`src/rtl/handshake_fifo.sv`:
```
`default_nettype none
// ============================================================================
// Module   : handshake_fifo
// Purpose  : Bridges a req/ack producer (four-phase or two-phase toggle) to a
//            streaming valid/ready consumer through a DEPTH-entry FIFO.
//            An optional synchroniser conditions the producer request.
// Ports    : clk      - sole clock, rising edge
//            reset_n  - synchronous active-low reset
//            reqIn    - producer request (level in MODE 0, toggle in MODE 1)
//            dataIn   - producer data, stable from req change until ack
//            ackIn    - acknowledge back to the producer
//            validOut - consumer data valid (FIFO not empty)
//            readyIn  - consumer ready
//            dataOut  - head-of-FIFO word, 0 when empty (show-ahead)
//            count    - number of words held
//            full     - count == DEPTH
//            empty    - count == 0
// Revision : 1.0 - initial release
// ============================================================================
module handshake_fifo #(
  parameter int N           = 8,
  parameter int DEPTH       = 4,
  parameter int MODE        = 0,
  parameter int SYNC_STAGES = 0
) (
  input  logic                       clk,
  input  logic                       reset_n,
  input  logic                       reqIn,
  input  logic [N-1:0]               dataIn,
  output logic                       ackIn,
  output logic                       validOut,
  input  logic                       readyIn,
  output logic [N-1:0]               dataOut,
  output logic [$clog2(DEPTH+1)-1:0] count,
  output logic                       full,
  output logic                       empty
);

  localparam int PTR_W = $clog2(DEPTH);
  localparam int CNT_W = $clog2(DEPTH + 1);

  localparam logic [CNT_W-1:0] c_full_count = CNT_W'(DEPTH);
  localparam logic [CNT_W-1:0] c_cnt_one    = CNT_W'(1);
  localparam logic [PTR_W-1:0] c_ptr_one    = PTR_W'(1);

  logic             req_s;
  logic             push;
  logic             pop;

  logic             ack_q,    ack_d;
  logic [PTR_W-1:0] wr_ptr_q, wr_ptr_d;
  logic [PTR_W-1:0] rd_ptr_q, rd_ptr_d;
  logic [CNT_W-1:0] count_q,  count_d;
  logic             full_q,   full_d;
  logic             empty_q,  empty_d;

  logic [N-1:0]     mem [DEPTH];

  // --------------------------------------------------------------------------
  // Request conditioning: either used directly or passed through a flop chain
  // --------------------------------------------------------------------------
  generate
    if (SYNC_STAGES == 0) begin : g_no_sync
      assign req_s = reqIn;
    end else begin : g_sync
      logic [SYNC_STAGES-1:0] sync_q, sync_d;

      always_comb begin
        sync_d    = sync_q;
        sync_d[0] = reqIn;
        for (int i = 1; i < SYNC_STAGES; i++) begin
          sync_d[i] = sync_q[i-1];
        end
      end

      always_ff @(posedge clk) begin
        if (!reset_n) begin
          sync_q <= '0;
        end else begin
          sync_q <= sync_d;
        end
      end

      assign req_s = sync_q[SYNC_STAGES-1];
    end
  endgenerate

  // --------------------------------------------------------------------------
  // Producer handshake. Push is gated by the registered full flag, so a
  // producer facing a full FIFO simply sees its ack held in the old phase.
  // --------------------------------------------------------------------------
  generate
    if (MODE == 0) begin : g_four_phase
      // ack low + req high = new word; ack returns to zero once req drops,
      // so a held request can never be captured twice.
      assign push = req_s && !ack_q && !full_q;

      always_comb begin
        ack_d = ack_q;
        if (push) begin
          ack_d = 1'b1;
        end else if (ack_q && !req_s) begin
          ack_d = 1'b0;
        end
      end
    end else begin : g_two_phase
      // Any phase difference between req and ack is one outstanding word;
      // copying req into ack closes it.
      assign push = (req_s != ack_q) && !full_q;

      always_comb begin
        ack_d = ack_q;
        if (push) begin
          ack_d = req_s;
        end
      end
    end
  endgenerate

  // --------------------------------------------------------------------------
  // FIFO bookkeeping. DEPTH is a power of two, so pointer overflow is the
  // modulo-DEPTH wrap.
  // --------------------------------------------------------------------------
  assign pop = !empty_q && readyIn;

  always_comb begin
    wr_ptr_d = wr_ptr_q;
    rd_ptr_d = rd_ptr_q;
    count_d  = count_q;

    if (push) begin
      wr_ptr_d = wr_ptr_q + c_ptr_one;
    end
    if (pop) begin
      rd_ptr_d = rd_ptr_q + c_ptr_one;
    end

    if (push && !pop) begin
      count_d = count_q + c_cnt_one;
    end else if (!push && pop) begin
      count_d = count_q - c_cnt_one;
    end

    full_d  = (count_d == c_full_count);
    empty_d = (count_d == '0);
  end

  always_ff @(posedge clk) begin
    if (!reset_n) begin
      ack_q    <= 1'b0;
      wr_ptr_q <= '0;
      rd_ptr_q <= '0;
      count_q  <= '0;
      full_q   <= 1'b0;
      empty_q  <= 1'b1;
    end else begin
      ack_q    <= ack_d;
      wr_ptr_q <= wr_ptr_d;
      rd_ptr_q <= rd_ptr_d;
      count_q  <= count_d;
      full_q   <= full_d;
      empty_q  <= empty_d;
    end
  end

  // Storage is deliberately left unreset; the empty flag masks stale words.
  always_ff @(posedge clk) begin
    if (reset_n && push) begin
      mem[wr_ptr_q] <= dataIn;
    end
  end

  // --------------------------------------------------------------------------
  // Outputs
  // --------------------------------------------------------------------------
  assign ackIn    = ack_q;
  assign validOut = !empty_q;
  assign dataOut  = empty_q ? '0 : mem[rd_ptr_q];
  assign count    = count_q;
  assign full     = full_q;
  assign empty    = empty_q;

endmodule
`default_nettype wire

```
`config.mk`:
```
export PLATFORM = sky130hd
export DESIGN_NAME = handshake_fifo
export DESIGN_NICKNAME = d
export VERILOG_FILES = /design/src/rtl/handshake_fifo.sv
export SDC_FILE = /design/constraint.sdc
export NUM_CORES = 1
export LEC_CHECK = 0
export ABC_AREA = 1
export ABC_CLOCK_PERIOD_IN_PS = 2400
export BUFFER_PORTS_ARGS = -buffer_cell sky130_fd_sc_hd__buf_2
export CORE_MARGIN = 2
export CORE_UTILIZATION = 60
export CTS_CLUSTER_SIZE = 8
export DETAILED_ROUTE_END_ITERATION = 8
export PLACE_DENSITY_LB_ADDON = 0.1
export RECOVER_POWER = 50
export SLEW_MARGIN = 20
export SYNTH_ARGS = -nofsm -noshare
export SYNTH_HDL_FRONTEND = slang
export SYNTH_SLANG_ARGS = --single-unit
```
`constraint.sdc`:
```
create_clock -name clk -period 2.4 [get_ports clk]
set_clock_uncertainty 0.15 [all_clocks]
set_input_delay 0 -clock clk [delete_from_list [all_inputs] [get_ports clk]]
set_output_delay 0 -clock clk [all_outputs]
set_load 0.01 [all_outputs]
```
# Yosys cells after proc, flatten, opt, wreduce, memory -nomap -nowiden
# Memory sizes are Yosys's and may differ from the RTL's. A register that Yosys moved wholly into a read port is not among the register bits.
# Index checks and enable logic that the tools add are counted.
# classes
reduce_logical	15
n_addsub	4
n_eq_ne	1
n_mux	9
# ops
cell	n
two-way mux 8 bit	1
logical AND 1 bit	7
logical NOT 1 bit	6
two-way mux 3 bit	2
adder 2 x 1 -> 2 bit, second input constant	2
two-way mux 1 bit	4
two-way mux 2 bit	2
adder 3 x 1 -> 3 bit, second input constant	1
== test 3 bit, second input constant	1
logical NOT 3 bit	1
subtractor 3 x 1 -> 3 bit, second input constant	1
nonzero test 2 bit	1
# totals
ram_bits	32
input_bits	12
mem_count	1
reg_bits	10
word_cells	36
output_inout_bits	15
# memory_table
name	depth	word_bits	rd	rd_ports_with_merged_regs	write_ports	line	rtl
mem	4	8	1	1	1	57	logic [N-1:0] mem [DEPTH];

# Depth between registers and ports, before layout
# depth
depth_word	8
depth_mapped	11
mapped_depth_nobuf	11

# Least setup slack after synthesis
# No wires, ideal clock.
# synth_path
path_type	register to register
from	register full_q (netlist: full)
to	memory mem[0][0], enable pin
synth_period_minus_slack_ns	1.553
stages_incl_launch_ff	4
t_arrival_ns	1.032
setup_ns	0.371
path_buffers	0
t_required_ns	1.879
slack_ns	0.847
cell_sequence	dfxtp_1 -> nor2_4 -> nand3_1 -> nor2_1
# synth_via
elab_chain_cells	5
# synth_lines
item	line	rtl
from (decl)	54	logic full_q, full_d;
from (signal assigned)	161	full_q <= full_d;
logical NOT 1 bit	96	assign push = req_s && !ack_q && !full_q;
logical AND 1 bit	96	
logical AND 1 bit	168	if (reset_n && push) begin
two-way mux 1 bit	168	
two-way mux 1 bit (not written as such)	169	mem[wr_ptr_q] <= dataIn;
to (decl)	57	
# Every way passes these cells.

==> impl_metrics.py <==
metrics = {
    "outcome": {
        "status": "finished, final reports clean",
    },
    "pwr": {
        "powerDensity_mw_per_mm2": 863.5,
        "swShare": 0.3353,
        "peakVddDrop_uv": 658.2,
        "combPwrFrac": 0.298,
        "seq_power_share": 0.476,
        "p_leak_nw": 0.8901,
        "p_clk_frac": 0.227,
        "p_sw_mw": 0.6549,
        "p_int_mw": 1.298,
    },
    "timing": {
        "hold_viol": 0,
        "worst_pin_slew_ps": 659.9,
        "slew_headroom": 0.5584,
        "layout_worst_path_cycle_share": 0.7576,
        "rsz0062_at_grt": "false",
        "max_freq_mhz": 550.0,
        "fin_crit_ps": 1818,
        "fin_ws_ps": 581.7,
        "drv_slew": 0,
        "setup_violations": 0,
        "tns_ps": 0,
    },
    "setup_path": {
        "crit_type": "flop to output pin",
        "reg2reg_from": "ackIn$_SDFFE_PN0P_",
        "start_kind": "flop",
        "worstPathArrival_ps": 1670,
        "required_ps": 2250,
        "endpoint_kind": "output pin",
        "cp_max_fo": 11,
    },
    "synth": {
        "synthFlopType": "edfxtp_1",
        "synth_cells": 184,
        "ys_types": 26,
        "synthesis.nets": 202,
        "ys_seq_elements": 44,
        "yosysTopAreaCell": "edfxtp_1",
        "synth_most_common_cell": "nor2_1",
        "synth_top_area_frac": 0.4910,
        "syn_area_sq_mm": 0.001957,
        "async_flop_share": 0,
        "synthTopCellsByArea": "edfxtp_1 49%, dfxtp_1 12%, nor2_1 8.4%",
        "syn-mean-instance-area_sq_um": 10.64,
        "synth-edff-count": 32,
        "yosys_warnings": 0,
        "synth_common_cells": "44 x nor2_1, 32 x edfxtp_1, 17 x o21ai_0",
        "ys_seq_area_frac": 0.6138,
    },
    "floorplanning": {
        "start_util": 0.6358,
        "die_x_microns": 61.11,
        "core_sq_mm": 0.003078,
        "pin_count": 27,
        "rows": 20,
        "dieArea_sq_mm": 0.003734,
        "die_h_microns": 61.11,
    },
    "route": {
        "drt-pass1-iter-count": 4,
        "avgViaCountPerCell": 5.070,
        "ant_nets": 0,
        "vias": 1369,
        "drt_iter0_markers": 26,
        "drc": 0,
        "drt-total-wl_microns": 3723,
        "wl_per_cell_microns": 13.79,
    },
    "clock_tree": {
        "htreeDepth": 2,
        "clockBufferDepth": 2,
        "cts_resized": 0,
        "root_buffer": "clkbuf_4",
        "cts_tree": "done",
        "numCtsBuffers": 5,
        "clkLatencyLatePin_ps": 360,
        "numClockSinks": 44,
        "cts.clk_slew.worst_paths_ps": 130,
    },
    "placed_design": {
        "dpl.cell_count": 251,
        "routabilityCongestion": 0.7560,
        "place_area_sq_mm": 0.002123,
        "preCtsSetupSlack_ps": 639.3,
        "io_buffer_count": 26,
        "dpl.hpwl_microns": 2755,
    },
    "finish": {
        "diodes": 0,
        "layout.nets": 243,
        "layout-drive-gt1-share": 0.1814,
        "n_fill_cell": 245,
        "layoutNonFillerInstCount": 270,
        "fin_area_sq_mm": 0.002262,
        "area_delta_synth_final_pct": 15.60,
    },
    "global_routing": {
        "grt-ovfl-total": 0,
        "groute.usage.overall": 0.2225,
        "antenna_found_initial": 0,
        "grt_pass1_wl_microns": 5713,
        "grt_max_degree": 17,
        "grt_pass1_vias": 1351,
    },
    "worst_hold_path": {
        "min_path_type": "input port to flop",
        "min_from": "reset_n",
    },
    "run": {
        "max-cap-violations": 0,
    },
}
[registers in the layout, summed over array words and instances (netlist names), named ones only]
register  cells
ackIn         1
full          1
count         3
mem          32
wr_ptr_q      2
rd_ptr_q      2
empty         1
[placed cells by master (no fill, tap or decap), drive strengths merged]
master	synthesis	routed
a211oi	1	1
a21oi	11	11
buf	4	14
clkbuf	1	21
clkinv	0	1
clkinvlp	0	2
dfxtp	12	12
dlygate4sd3	0	11
edfxtp	32	32
ha	6	6
inv	23	21
nand2	22	22
nand3	6	6
nor2	46	46
o21ai	18	18
xnor2	1	1
xor2	1	1
[final cells by class]
type / count / area (sq um) / area share
inverters: 23 / 96.34 / 0.04259
multi-input cells: 112 / 586.8 / 0.2594
repair buffers: 39 / 237.7 / 0.1051
well taps: 44 / 55.05 / 0.02434
clock buffers: 7 / 76.32 / 0.03374
flip-flops and latches: 44 / 1201 / 0.5310
clock inverters: 1 / 8.758 / 0.003872
[path summary, 6_finish.rpt]
path	to	cells past startpoint	slack (ps)
worst max register to register	mem[2][4]$_DFFE_PP_	3	640
worst max-delay path	dataOut[1]	6	580
worst min register to register	rd_ptr_q[0]$_SDFFE_PN0P_	2	370
worst min-delay path	empty$_SDFF_PN1_	3	300
[per-layer routing]
metal / part of all wire / global-route usage
met1: 0.36 / 0.2022
met2: 0.59 / 0.4605
met3: 0.025 / 0.03782
met4: 0.018 / 0.1025
met5: 0 / 0
[metrics by stage]
| step | hold slack (ps) | power, mW | util |
|---|---|---|---|
| floorplan | -81.21 | 1.375 | - |
| global placement | 81.14 | 1.526 | 0.6898 |
| detailed placement | 87.33 | 1.554 | 0.6898 |
| CTS | 246.0 | 2.005 | 0.7533 |
| global route | 314.7 | 2.066 | 0.7350 |
| finish | 303.2 | 1.953 | 0.7350 |
[what timing repair did]
item / CTS / global route
setup buffers: 0 / 0
hold endpoints to repair: 44 / 0
setup endpoints to repair: 0 / 0
hold buffers: 11 / 0
[power by group through the flow]
stage          Clock [mW]  Sequential [mW]  Combinational (mW)
2_1_floorplan           0            0.935               0.440
3_3_place_gp            0            0.943               0.583
3_5_place_dp            0            0.948               0.606
4_1_cts             0.453            0.930               0.621
5_1_grt             0.475            0.935               0.656
6_report            0.443            0.929               0.581
[kinds of logic after synthesis]
| group | share of synthesized area |
|---|---|
| adder cells (fa/ha/maj) | 0.03836 |
| AO/OA/AOI/OAI | 0.07800 |
| XOR/XNOR | 0.008953 |
| buffers and inverters | 0.07161 |
| flip-flops | 0.6138 |
| AND/OR/NAND/NOR | 0.1893 |
[critical path: stages, from the launching register on]
cell and delay, ps:
dfxtp_1 490, buf_4 240, nor2_1 60, nor2_1 90, o21ai_0 120, a21oi_1 170
buf_2 140
Power figures use the tool's default switching activity.
